### src/rtl/match_event_logger_pkg.sv
// Shared defaults and width helpers for the match event logger slice.
package match_log_pkg;

  localparam int TS_W_DEFAULT  = 16;
  localparam int DEPTH_DEFAULT = 4;
  localparam int CNT_W_DEFAULT = 8;

  // Occupancy needs one extra bit so that "full" (== DEPTH) is representable.
  function automatic int lvl_width(input int depth);
    return $clog2(depth) + 1;
  endfunction

  localparam int LVL_W = lvl_width(DEPTH_DEFAULT);

endpackage

### src/rtl/match_event_logger_if.sv
// Valid/ready stream carrying logged match timestamps out of the logger.
interface match_event_logger_if
  import match_log_pkg::*;
#(
  parameter int TS_W = TS_W_DEFAULT
);

  logic            out_valid;
  logic            out_ready;
  logic [TS_W-1:0] out_ts;

  modport master (output out_valid, output out_ts, input out_ready);
  modport slave  (input out_valid, input out_ts, output out_ready);

endinterface

### src/rtl/match_event_logger_fifo.sv
// Timestamp FIFO: storage, wrapping pointers and registered occupancy/valid.
module match_log_fifo
  import match_log_pkg::*;
#(
  parameter  int W     = TS_W_DEFAULT,
  parameter  int DEPTH = DEPTH_DEFAULT,
  localparam int LW    = lvl_width(DEPTH),
  localparam int PW    = $clog2(DEPTH)
) (
  input  logic          clk,
  input  logic          rst,
  input  logic          push,
  input  logic [W-1:0]  push_data,
  input  logic          pop,
  output logic          valid,
  output logic [W-1:0]  head,
  output logic [LW-1:0] level
);

  logic [W-1:0]  mem [DEPTH];
  logic [PW-1:0] wr_ptr;
  logic [PW-1:0] rd_ptr;
  logic [LW-1:0] level_nxt;

  always_comb begin
    level_nxt = level;
    if (push && !pop) begin
      level_nxt = level + LW'(1);
    end else if (!push && pop) begin
      level_nxt = level - LW'(1);
    end
  end

  // DEPTH is a power of two, so pointer overflow is exactly the modulo wrap.
  always_ff @(posedge clk or posedge rst) begin
    if (rst) begin
      wr_ptr <= '0;
      rd_ptr <= '0;
      level  <= '0;
      valid  <= 1'b0;
      for (int i = 0; i < DEPTH; i++) begin
        mem[i] <= '0;
      end
    end else begin
      if (push) begin
        mem[wr_ptr] <= push_data;
        wr_ptr      <= wr_ptr + PW'(1);
      end
      if (pop) begin
        rd_ptr <= rd_ptr + PW'(1);
      end
      level <= level_nxt;
      valid <= (level_nxt != '0);
    end
  end

  assign head = mem[rd_ptr];

endmodule

### src/rtl/match_event_logger.sv
// Timestamps upstream match pulses into a FIFO, counts matches, flags drops.
module match_event_logger
  import match_log_pkg::*;
#(
  parameter  int TS_W  = TS_W_DEFAULT,
  parameter  int DEPTH = DEPTH_DEFAULT,
  parameter  int CNT_W = CNT_W_DEFAULT,
  localparam int LW    = lvl_width(DEPTH)
) (
  input  logic                  clk,
  input  logic                  rst,
  input  logic                  en,
  input  logic                  match_in,
  input  logic                  clr_ovf,
  match_event_logger_if.master  bus,
  output logic [LW-1:0]         level,
  output logic [CNT_W-1:0]      match_count,
  output logic                  overflow
);

  logic [TS_W-1:0] ts_cnt;
  logic [TS_W-1:0] fifo_head;
  logic            fifo_valid;
  logic            capture;
  logic            pop;
  logic            push;
  logic            drop;

  // A full FIFO still accepts a push when the head leaves on the same edge.
  assign capture = en & match_in;
  assign pop     = fifo_valid & bus.out_ready;
  assign push    = capture & ((level != LW'(DEPTH)) | pop);
  assign drop    = capture & ~push;

  match_log_fifo #(
    .W     (TS_W),
    .DEPTH (DEPTH)
  ) u_fifo (
    .clk       (clk),
    .rst       (rst),
    .push      (push),
    .push_data (ts_cnt),
    .pop       (pop),
    .valid     (fifo_valid),
    .head      (fifo_head),
    .level     (level)
  );

  assign bus.out_valid = fifo_valid;
  assign bus.out_ts    = fifo_head;

  // A drop on the same edge as a clear leaves the flag set.
  always_ff @(posedge clk or posedge rst) begin
    if (rst) begin
      ts_cnt      <= '0;
      match_count <= '0;
      overflow    <= 1'b0;
    end else begin
      if (en) begin
        ts_cnt <= ts_cnt + TS_W'(1);
      end
      if (capture && (match_count != '1)) begin
        match_count <= match_count + CNT_W'(1);
      end
      if (drop) begin
        overflow <= 1'b1;
      end else if (clr_ovf) begin
        overflow <= 1'b0;
      end
    end
  end

endmodule

### src/flat_wrapper.sv
// flat-port wrapper written by rule: the top's interface ports become plain ports
module match_event_logger_flat import match_log_pkg::*;
#(
  parameter  int TS_W  = TS_W_DEFAULT,
  parameter  int DEPTH = DEPTH_DEFAULT,
  parameter  int CNT_W = CNT_W_DEFAULT,
  localparam int LW    = lvl_width(DEPTH)
)
  (clk, rst, en, match_in, clr_ovf, level, match_count, overflow, bus_out_valid, bus_out_ts, bus_out_ready);
  match_event_logger_if #(.TS_W(TS_W)) bus_i ();
  input  logic clk;
  input  logic rst;
  input  logic en;
  input  logic match_in;
  input  logic clr_ovf;
  output logic [LW-1:0] level;
  output logic [CNT_W-1:0] match_count;
  output logic overflow;
  output wire logic [$bits(bus_i.out_valid)-1:0] bus_out_valid;
  output wire logic [$bits(bus_i.out_ts)-1:0] bus_out_ts;
  input wire logic [$bits(bus_i.out_ready)-1:0] bus_out_ready;
  assign bus_out_valid = bus_i.out_valid;
  assign bus_out_ts = bus_i.out_ts;
  assign bus_i.out_ready = bus_out_ready;
  match_event_logger #(.TS_W(TS_W), .DEPTH(DEPTH), .CNT_W(CNT_W)) u_core (.clk(clk), .rst(rst), .en(en), .match_in(match_in), .clr_ovf(clr_ovf), .bus(bus_i), .level(level), .match_count(match_count), .overflow(overflow));
endmodule
### config.mk
export PLATFORM = sky130hd
export DESIGN_NAME = match_event_logger_flat
export DESIGN_NICKNAME = d
export VERILOG_FILES = /design/src/rtl/match_event_logger_pkg.sv /design/src/rtl/match_event_logger_if.sv /design/src/rtl/match_event_logger_fifo.sv /design/src/rtl/match_event_logger.sv /design/src/flat_wrapper.sv
export SDC_FILE = /design/constraint.sdc
export NUM_CORES = 1
export LEC_CHECK = 0
export BUFFER_PORTS_ARGS = -buffer_cell sky130_fd_sc_hd__buf_2
export CAP_MARGIN = 20
export CORE_MARGIN = 1
export CORE_UTILIZATION = 59
export CTS_CLUSTER_DIAMETER = 100
export DETAILED_ROUTE_END_ITERATION = 16
export PLACE_DENSITY_LB_ADDON = 0.3
export SYNTH_ARGS = -nofsm -noshare
export SYNTH_HDL_FRONTEND = slang
export SYNTH_SLANG_ARGS = --single-unit
### constraint.sdc
create_clock -name clk -period 4.5 [get_ports clk]
set_input_delay 0.9 -clock clk [delete_from_list [all_inputs] [get_ports clk]]
set_output_delay 0.9 -clock clk [all_outputs]
set_load 0.01 [all_outputs]
; ---- After elaboration in Yosys (flattened, before gate mapping)
; Cells that the tools add are included.
; Widths: inputs -> output; s select.
[word_totals]
register_bits = 97
latch_bits = 0
ram_bits = 0
romBits = 0
inputBits = 6
output_inout_bits = 29
wordCells = 48
memories = 0
[op_classes]
add_sub_neg = 6
n_mul = 0
n_div = 0
n_lt_le_gt_ge = 3
eq_ne = 2
shifts = 0
mux = 10
n_bitwise = 8
n_reduce_logical = 8
[op_table]
columns = operator, n
row1 = $bwmux 64, 1
row2 = $mux 16, 3
row3 = $bmux 16 s2, 1
row4 = $demux 16 s2, 1
row5 = $add 16x1->16 const B, 1
row6 = $add 8x1->8 const B, 1
row7 = $ne 8x8->1 const B, 1
row8 = $ge 3x3->1 const B, 2
row9 = $mux 3, 2
row10 = $not 2->3, 2
row11 = $add 2x1->2 const B, 2
row12 = $and 1x1->1, 4
row13 = $logic_and 1x1->1, 4
row14 = $add 3x1->3 const B, 1
row15 = $lt 3x1->1 const B, 1
row16 = $ne 3x3->1 const B, 1
row17 = $reduce_bool 3->1, 1
row18 = $sub 3x1->3 const B, 1
row19 = $logic_not 1->1, 2
row20 = $mux 1, 2
row21 = $reduce_bool 2->1, 1
row22 = $not 1->1, 1
row23 = $or 1x1->1, 1

; ---- Depth between registers and ports, before layout
; Gate-level depths: netlist of the first run.
[depth]
ltp_word = 8
depth_mapped = 6
ltp_nobuf = 6

; ---- By module
; From an unflattened synthesis of the first run, not the netlist that was laid out.
[unflattened]
cells_unflattened = 310
area_unflattened_um2 = 4480.5
[modules_own_cells]
columns = module, n_inst, cells_per_inst, area_per_inst_um2, seq_area_each_um2
row1 = match_log_fifo, 1, 202, 3274.4, 1801.7
row2 = match_event_logger, 1, 108, 1206.2, 625.6

; ---- Worst setup path after synthesis of the first run
; OpenSTA, ideal clock, no wires.
[synth_timing]
path_type = register -> output
startpoint = reg u_core.u_fifo.rd_ptr[1]
endpoint = out bus_out_ts[10]
t_arrival_ns = 1.361
required_ns = 3.600
path_slack_ns = 2.239
path_stages_with_launch = 4
path_buffers = 2
path_cell_list = dfrtp_1 > buf_2 > buf_2 > mux4_2
[synth_between]
elab_chain_len = 4
[synth_lines]
columns = element, line
row1 = start: declaration, match_event_logger_fifo.sv:22  ; logic [PW-1:0] rd_ptr;
row2 = start signal: assignment, match_event_logger_fifo.sv:50  ; rd_ptr <= rd_ptr + PW'(1);
row3 = $not 2->3 (implied by the code), match_event_logger_fifo.sv:57  ; assign head = mem[rd_ptr];
row4 = $bmux 16 s2, match_event_logger_fifo.sv:57
row5 = $mux 16 (implied by the code) (2 in series), match_event_logger_fifo.sv:57
row6 = end: declaration, flat_wrapper.sv:20  ; output wire logic [$bits(bus_i.out_ts)-1:0] bus_out_ts;
; Every way passes these cells. The select of a mux whose other input is x is not followed.

; ---- Worst setup path after layout of the first run
[layout_timing]
startpoint = reg u_core.u_fifo.rd_ptr[0]
endpoint = out bus_out_ts[2]
; Same word-level chain as after synthesis.

==> results.yml, run 1 <==
placement:
  dpl.hpwl_um: 4738
  gp_congestion: 0.7477
  post_dp_cell_area_um2: 4587
  port_buffers: 34
  place_ws_ns: 1.749
synth:
  synth_most_common_cell: "dfrtp_1"
  synth.yosys.warnings: 0
  synth_top_area_cell: "dfrtp_1"
  synth-main-ff-cell: "dfrtp_1"
  syn_inst: 307
  synth-edff-count: 0
  synth_nets: 322
  ys_top_cells_by_area: "dfrtp_1 55%, mux2_2 17%, mux4_2 8.2%"
  netlist.area_leader.share_pct: 55.32
  synth_common_cells: "97 x dfrtp_1, 66 x mux2_2, 16 x mux4_2, 15 x xnor2_1, 13 x nand2_1"
  yosysSeqAreaShare_pct: 55.32
  syn_area_um2: 4388
  synthArstFlopShare_pct: 100.0
  synth_area_per_cell_um2: 14.29
  synth-seq-cells: 97
  ys_types: 34
global_route:
  grt_start_max_net_pins: 70
  antenna_found_initial: 0
  gr-total-overflow: 0
  grtUsageTotal_pct: 21.81
  grt_pass1_vias: 2549
  grt_pass1_wl_um: 12320
setup_path:
  critical-path-top-delay-family: "flip-flops"
  cpMaxStageDelayCell: "dfrtp_1"
  cp-end-kind: "output port"
  cp.arrival_ns: 2.16
  critPathBufInv: 1
  slowest_delay_ns: 1.03
  critPathMaxFanout: 18
  crit_chain: "mux4_2 -> buf_2"
  worstPathRequired_ns: 3.60
  cp-start-kind: "flop"
  critical_path_class: "reg2out"
timing:
  fin_skew_ns: 0.01336
  tightestPinTransition_ns: 1.027
  finalHoldViolCount: 0
  finalCritPeriodShare_pct: 68.10
  fmax_mhz: 326.3
  setup_tns_ns: 0
  finalSetupViolCount: 0
  min_period_ns: 3.065
  drv_slew: 0
  holdWs_ns: 0.5044
  fin_ws_ns: 1.435
  relSlewSlack_pct: 31.56
  rsz0062_at_grt: "no"
floorplan:
  num_io_pins: 35
  placementRows: 31
  start_util_pct: 60.82
  die_x_um: 88.24
  fp.coreArea_um2: 7214
  dieHeight_um: 88.24
  dieArea_um2: 7786
clock_network:
  clk_pin_slew_worst_paths_ns: 0.09
  clkLatencyLatePin_ns: 0.36
  cts_sinks: 97
  cts_buffers: 9
  h-tree-depth: 3
  holdBufCountCts: 0
  cts_tree: "done"
  cts.repair.resized: 0
  clock_path_buffers: 2
  root_buffer: "clkbuf_8"
  cts.repair_timing.setup_buffer_count: 0
routing:
  vias: 2499
  wl_per_cell_um: 16.96
  remaining_drc_errors: 0
  ant_nets: 0
  dr.pass1.iters: 4
  drtIter0Drc: 72
  routed_wl_um: 7480
  avgViaCountPerCell: 5.667
pwr:
  powerDensity_nw_per_um2: 579.3
  p_leak_nw: 2.315
  p_total_mw: 2.812
  vdd_drop_max_v: 0.0002856
layout:
  finalInstanceArea_um2: 4853
  final_layout_size_suffix_gt1_share_pct: 42.11
  num_antenna_cells: 0
  fillers: 527
  syn_to_final_growth_pct: 10.61
  fin_nets: 352
flow_run:
  drv_cap: 0
outcome:
  status: "finished, final reports clean"
worst_hold_path:
  min_path_type: "reg2reg"
==> final cells by class <==
class	instances	area (µm²)	share of cell area (%)
clock buffers	10	137.6	2.836
multi-input cells	185	1827	37.64
flip-flops and latches	97	2427	50.01
well taps	99	123.9	2.552
clock inverters	6	113.9	2.346
repair buffers	36	192.7	3.970
inverters	8	31.28	0.6445
==> placed cells by master (no fill, tap or decap), types with 2 or more instances in the layout <==
master,netlist,layout
dfrtp_1,97,97
mux2_2,66,66
buf_2,4,34
mux4_2,16,16
xnor2_1,15,15
nand2_1,13,13
xor2_1,11,11
nor2_1,10,10
clkbuf_8,0,10
ha_1,9,9
nand4_1,8,8
nand3_1,7,7
inv_1,8,7
nor3_1,7,7
nand2_2,5,5
o21ai_0,3,3
bufinv_16,0,3
and3_1,2,2
clkinv_2,0,2
==> per-layer routing <==
layer / up-vias / routed length (µm) / track usage (%)
li1: 1157 / - / -
met1: 1293 / 3488 / 28.15
met2: 38 / 3681 / 36.50
met3: 11 / 200 / 4.571
met4: 0 / 109 / 8.504
met5: - / 0 / 0
==> path summary, 6_finish.rpt <==
| path | startpoint | endpoint | slack (ns) | cells past startpoint |
|---|---|---|---|---|
| min in group asynchronous | rst | u_core.ts_cnt[14] | 0.54 | 2 |
| min reg2reg | u_core.match_count[6] | u_core.match_count[6] | 0.50 | 1 |
| max in group asynchronous | rst | u_core.u_fifo.mem[3] | 2.75 | 3 |
| min | u_core.match_count[6] | u_core.match_count[6] | 0.50 | 1 |
| max reg2reg | u_core.u_fifo.level[0] | u_core.u_fifo.mem[7] | 2.53 | 5 |
| max | u_core.u_fifo.rd_ptr[0] | bus_out_ts[2] | 1.44 | 2 |
==> power by group <==
group / switching [mW] / internal [mW]
clock network: 0.309 / 0.387
registers: 0.254 / 1.08
logic: 0.342 / 0.439
total: 0.905 / 1.91
==> worst register-to-register path, stage by stage, from the launching register on <==
cell     delay (ns)
dfrtp_1        0.45
inv_1          0.11
ha_1           0.26
a31oi_4        0.29
nand2_2        0.36
mux2_2         0.40
==> state kept, by name, summed over array words and instances, names as in the netlist <==
| signal | flops |
|---|---|
| u_core.u_fifo.rd_ptr | 2 |
| u_core.match_count | 8 |
| u_core.u_fifo.mem | 64 |
| u_core.u_fifo.valid | 1 |
| u_core.u_fifo.wr_ptr | 2 |
| u_core.u_fifo.level | 3 |
| u_core.ts_cnt | 16 |
| u_core.overflow | 1 |
==> kinds of logic after synthesis <==
| family | synth area share (%) |
|---|---|
| flip-flops | 55.32 |
| multiplexers | 25.15 |
| AND/OR/NAND/NOR | 6.787 |
| XOR/XNOR | 5.190 |
| buffers and inverters | 3.051 |
| AO/OA/AOI/OAI | 1.939 |
| adder cells (fa/ha/maj) | 2.566 |
==> stage by stage <==
step	util (%)	std cells
after CTS	67.07	440
after global routing	67.27	441
after global placement	63.58	424
after detailed placement	63.58	424
after floorplan	-	307
final	67.27	441
Note: power is estimated with default switching activity, not from simulation.
==> run 2, diff against run 1 <==
--- a/config.mk
+++ b/config.mk
@@ -5,10 +5,11 @@
 export SDC_FILE = /design/constraint.sdc
 export NUM_CORES = 1
 export LEC_CHECK = 0
+export ABC_AREA = 1
 export BUFFER_PORTS_ARGS = -buffer_cell sky130_fd_sc_hd__buf_2
 export CAP_MARGIN = 20
 export CORE_MARGIN = 1
-export CORE_UTILIZATION = 59
+export CORE_UTILIZATION = 60
 export CTS_CLUSTER_DIAMETER = 100
 export DETAILED_ROUTE_END_ITERATION = 16
 export PLACE_DENSITY_LB_ADDON = 0.3
==> constraint.sdc (replaced) <==
create_clock -name clk -period 2.82 [get_ports clk]
set_input_delay 0.564 -clock clk [delete_from_list [all_inputs] [get_ports clk]]
set_output_delay 0.564 -clock clk [all_outputs]
set_load 0.01 [all_outputs]
==> run 2 against run 1 <==
Against the previous run: clock-buffer cell count stayed put; utilization rose by 1.6 points; sequential power up 69%; critical endpoint unchanged.
==> results.yml, run 2 <==
outcome:
  status: "finished, final reports clean"
synth:
  synth.yosys.warnings: 0
  synth_area_per_cell_um2: 8.749
  synthArstFlopShare_pct: 100.0
  synth_most_common_cell: "nand2_1"
  ys_types: 26
  yosysSeqAreaShare_pct: 52.05
  synth-seq-cells: 97
  synth_common_cells: "137 x nand2_1, 97 x dfrtp_1, 52 x o21ai_1, 49 x inv_1, 47 x nor2_1"
  synth_nets: 548
  netlist.area_leader.share_pct: 52.05
  ys_top_cells_by_area: "dfrtp_1 52%, nand2_1 11%, o21ai_1 5.6%"
  syn_inst: 533
  synth-main-ff-cell: "dfrtp_1"
  synth-edff-count: 0
  syn_area_um2: 4663
  synth_top_area_cell: "dfrtp_1"
layout:
  fillers: 616
  syn_to_final_growth_pct: 8.908
  final_cell_mix: "137 x nand2_1, 97 x dfrtp_1, 52 x o21ai_1, 48 x inv_1, 47 x nor2_1"
  top_regs: "u_core.u_fifo.mem (64), u_core.ts_cnt (16), u_core.match_count (8)"
  num_antenna_cells: 0
  final_layout_size_suffix_gt1_share_pct: 14.66
  seqCellArea_um2: 2427
  multi_input_area_um2: 1852
  final_common_cell: "nand2_1"
  regMostFlops: "u_core.u_fifo.mem"
  fin_nets: 576
  largest_reg_flops: 64
floorplan:
  dieArea_um2: 8129
  num_io_pins: 35
  dieHeight_um: 90.16
  die_x_um: 90.16
  placementRows: 31
  start_util_pct: 63.28
  fp.coreArea_um2: 7370
pwr:
  powerDensity_nw_per_um2: 1086
  vdd_drop_max_v: 0.0005911
  p_leak_nw: 2.560
routing:
  remaining_drc_errors: 0
  wl_per_cell_um: 14.12
  ant_nets: 0
  dr.pass1.iters: 5
  avgViaCountPerCell: 5.414
  drtIter0Drc: 266
  vias: 3600
  routed_wl_um: 9388
timing:
  finalHoldViolCount: 0
  tightestPinTransition_ns: 0.5652
  fin_ws_ns: 0.4448
  relSlewSlack_pct: 62.28
  finalCritPeriodShare_pct: 84.23
  finalSetupViolCount: 0
  setup_tns_ns: 0
  drv_slew: 0
  fmax_mhz: 421.0
  rsz0062_at_grt: "no"
  fin_skew_ns: 0.007970
  min_period_ns: 2.375
setup_path:
  worstPathRequired_ns: 2.26
  critPathMaxFanout: 20
  cp.arrival_ns: 1.81
  cp-start-kind: "flop"
  crit_path_start: "u_core.u_fifo.rd_ptr[0]"
  cp-end-kind: "output port"
  critical_path_class: "reg2out"
  r2r_start: "u_core.u_fifo.level[0]"
clock_network:
  root_buffer: "clkbuf_8"
  h-tree-depth: 3
  clock_path_buffers: 2
  cts.repair.resized: 0
  cts_sinks: 97
  holdBufCountCts: 0
  cts.repair_timing.setup_buffer_count: 0
  cts_tree: "done"
  clkLatencyLatePin_ns: 0.36
  cts_buffers: 9
  clk_pin_slew_worst_paths_ns: 0.09
placement:
  port_buffers: 34
  gp_congestion: 0.8320
  dpl.hpwl_um: 6133
  place_ws_ns: 0.8490
flow_run:
  drv_cap: 0
global_route:
  grtUsageTotal_pct: 24.64
  grt_start_max_net_pins: 98
  antenna_found_initial: 0
  grt_pass1_wl_um: 16030
  gr-total-overflow: 0
  grt_pass1_vias: 3474
worst_hold_path:
  min_path_type: "in2async"
-- run 2: metal layers --
layer / up-vias / wire, µm / GRT usage [%] / part of all wire (%)
li1: 1777 / - / - / -
met4: 0 / 127 / 9.140 / 1.4
met5: - / 0 / 0 / 0
met3: 13 / 352 / 2.961 / 3.7
met1: 1714 / 4415 / 33.90 / 47
met2: 96 / 4492 / 40.39 / 48
-- run 2: worst paths after layout --
| kind | to | slack (ns) | depth (start not counted) |
|---|---|---|---|
| min in group clk | u_core.overflow | 0.40 | 2 |
| setup reg to reg | u_core.u_fifo.mem[43] | 1.12 | 8 |
| hold / removal | u_core.u_fifo.mem[27] | 0.33 | 3 |
| hold reg to reg | u_core.u_fifo.mem[33] | 0.49 | 2 |
| max in group asynchronous | u_core.u_fifo.mem[46] | 2.10 | 3 |
| setup / recovery | bus_out_ts[2] | 0.44 | 5 |
-- run 2: cell type report --
cell class,instances,area share [%]
Sequential cell,97,47.80
Inverter,52,4.164
Tap cell,99,2.439
Multi-Input combinational cell,363,36.46
Clock inverter,6,2.242
Timing Repair Buffer,38,4.188
Clock buffer,10,2.710
-- run 2: through the flow --
step	utilization (%)	power (mW)	instances	instance area, µm²	hold WS [ns]
final	68.91	5.516	665	5079	0.3305
after global routing	68.91	5.918	665	5079	0.3846
after detailed placement	65.50	4.424	649	4827	0.4665
after floorplan	-	3.793	533	4667	0.4496
after CTS	68.91	5.528	665	5079	0.3606
after global placement	65.50	4.317	649	4827	0.4591
-- run 2: worst max-delay path, stage by stage, from the launching register on --
cell	delay (ns)
dfrtp_1	0.38
inv_1	0.33
buf_4	0.31
o21ai_0	0.12
o22ai_1	0.15
buf_2	0.15
-- run 2: power breakdown --
group / total [mW] / switching [mW] / leakage [nW] / internal (mW)
Clock: 1.10 / 0.487 / 0.119 / 0.616
Combinational: 2.17 / 1.35 / 1.23 / 0.811
Sequential: 2.25 / 0.352 / 1.21 / 1.89
-- run 2: logic make-up after synthesis --
kind of cell    count (synthesis)  share of synthesized area [%]
xor+xnor                       16                          3.005
simple gates                  219                          20.02
compound gates                119                          14.27
fa+ha+maj                       9                          2.415
buf+inv                        73                          8.237
flops                          97                          52.05
==> run 3, diff against run 2 <==
--- a/config.mk
+++ b/config.mk
@@ -5,11 +5,11 @@
 export SDC_FILE = /design/constraint.sdc
 export NUM_CORES = 1
 export LEC_CHECK = 0
-export ABC_AREA = 1
+export ABC_AREA = 0
 export BUFFER_PORTS_ARGS = -buffer_cell sky130_fd_sc_hd__buf_2
 export CAP_MARGIN = 20
 export CORE_MARGIN = 1
-export CORE_UTILIZATION = 60
+export CORE_UTILIZATION = 59
 export CTS_CLUSTER_DIAMETER = 100
 export DETAILED_ROUTE_END_ITERATION = 16
 export PLACE_DENSITY_LB_ADDON = 0.3
==> constraint.sdc (replaced) <==
create_clock -name clk -period 2.31 [get_ports clk]
set_input_delay 0.462 -clock clk [delete_from_list [all_inputs] [get_ports clk]]
set_output_delay 0.462 -clock clk [all_outputs]
set_load 0.01 [all_outputs]
==> run 3 against run 2 <==
Against the previous run: sequential cell count stayed put; non-clock buffer count is 2 higher; die area is 4.2% lower; setup slack worse by 0.30 ns; critical endpoint is now bus_out_ts[11]; largest power group unchanged; highest routed layer unchanged.
==> results.yml, run 3 (synthesis results as in run 1) <==
floorplan:
  start_util_pct: 60.82
  dieArea_um2: 7786
  die_x_um: 88.24
  dieHeight_um: 88.24
  placementRows: 31
  num_io_pins: 35
  fp.coreArea_um2: 7214
routing:
  dr.pass1.iters: 5
  vias: 2499
  remaining_drc_errors: 0
  routed_wl_um: 7636
  drtIter0Drc: 59
  ant_nets: 0
  wl_per_cell_um: 17.20
  avgViaCountPerCell: 5.628
clock_network:
  clk_pin_slew_worst_paths_ns: 0.09
  h-tree-depth: 3
  cts.repair.resized: 0
  holdBufCountCts: 0
  cts_tree: "done"
  cts_buffers: 9
  root_buffer: "clkbuf_8"
  clock_path_buffers: 2
  clkLatencyLatePin_ns: 0.35
  cts.repair_timing.setup_buffer_count: 0
  cts_sinks: 97
setup_path:
  cp.arrival_ns: 1.71
  worstPathRequired_ns: 1.85
  cpMaxStageDelayCell: "mux4_2"
  cp-start-kind: "flop"
  crit_chain: "buf_4 -> mux4_2 -> buf_2"
  cp-end-kind: "output port"
  r2r_start: "u_core.u_fifo.level[0]"
  critical_path_class: "reg2out"
  reg2reg_setup_slack_ns: 0.33
  r2r-end: "u_core.u_fifo.mem[3]"
  slowest_delay_ns: 0.55
  critPathMaxFanout: 17
  reg2reg_depth: 5
timing:
  tightestPinTransition_ns: 0.5914
  holdWs_ns: 0.1737
  setup_tns_ns: 0
  fmax_mhz: 461.0
  rsz0062_at_grt: "no"
  relSlewSlack_pct: 60.49
  finalHoldViolCount: 0
  fin_ws_ns: 0.1406
  finalCritPeriodShare_pct: 93.91
  fin_skew_ns: 0.007069
  drv_slew: 0
  min_period_ns: 2.169
  finalSetupViolCount: 0
global_route:
  grtUsageTotal_pct: 22.08
  grt_pass1_vias: 2611
  grt_use_met3_pct: 5.224
  busiest_layer: "met2"
  antenna_found_initial: 0
  use_met1_pct: 29.15
  met2_usage_pct: 36.15
  gr-total-overflow: 0
  grt_start_max_net_pins: 49
  grt_pass1_wl_um: 12590
placement:
  gp_congestion: 0.7401
  dp_cells: 429
  port_buffers: 34
  dpl.hpwl_um: 5213
  place_ws_ns: 0.3640
layout:
  fin_nets: 356
  regMostFlops: "u_core.u_fifo.mem"
  final_cell_count_no_fill: 444
  num_antenna_cells: 0
  final_common_cell: "dfrtp_1"
  multi_input_area_um2: 1827
  seqCellArea_um2: 2427
  final_layout_size_suffix_gt1_share_pct: 42.32
  fillers: 554
  largest_reg_flops: 64
  final_cell_mix: "97 x dfrtp_1, 66 x mux2_2, 34 x buf_2, 16 x mux4_2, 15 x xnor2_1"
  top_regs: "u_core.u_fifo.mem (64), u_core.ts_cnt (16), u_core.match_count (8)"
  syn_to_final_growth_pct: 9.923
pwr:
  p_total_mw: 5.184
  p_leak_nw: 2.300
  powerDensity_nw_per_um2: 1075
  vdd_drop_max_v: 0.0006353
outcome:
  status: "finished, final reports clean"
worst_hold_path:
  min_path_type: "in2async"
flow_run:
  drv_cap: 0
-- run 3: routing by layer --
layer,vias up,part of all wire [%]
met3,9,3.1
met2,40,49
met1,1297,46
met4,0,1.3
met5,-,0
li1,1153,-
-- run 3: critical path, delay by kind of cell (launching register included) --
kind	cells	cell delay [ns]
buffers and inverters	2	0.46
flip-flops	1	0.34
multiplexers	1	0.55
-- run 3: worst max path at each step --
stage / from / to / cells past startpoint / slack, ns
4_1_cts: u_core.u_fifo.rd_ptr[1] / bus_out_ts[11] / 3 / 0.08
3_3_place_gp: u_core.u_fifo.level[0] / u_core.u_fifo.mem[17] / 5 / 0.40
5_1_grt: u_core.u_fifo.rd_ptr[1] / bus_out_ts[11] / 3 / 0.02
3_5_place_dp: u_core.u_fifo.level[0] / u_core.u_fifo.mem[11] / 5 / 0.36
6_report: u_core.u_fifo.rd_ptr[1] / bus_out_ts[11] / 3 / 0.14
2_1_floorplan: u_core.u_fifo.rd_ptr[1] / bus_out_ts[10] / 3 / 0.49
-- run 3: report_power, final --
part           internal (mW)  switching [mW]
Combinational          0.868           0.782
Clock                  0.496           0.560
Sequential              2.11           0.372
-- run 3: layout make-up --
class / count / share of cell area, %
Clock buffer: 10 / 2.646
Clock inverter: 5 / 1.167
Inverter: 8 / 0.7004
Multi-Input combinational cell: 185 / 37.87
Sequential cell: 97 / 50.32
Tap cell: 99 / 2.568
Timing Repair Buffer: 40 / 4.721
-- run 3: through the flow --
stage	util, %	area [µm²]
5_1_grt	66.86	4823
3_5_place_dp	64.31	4639
2_1_floorplan	-	4392
4_1_cts	66.86	4823
3_3_place_gp	64.31	4639
6_report	66.86	4823
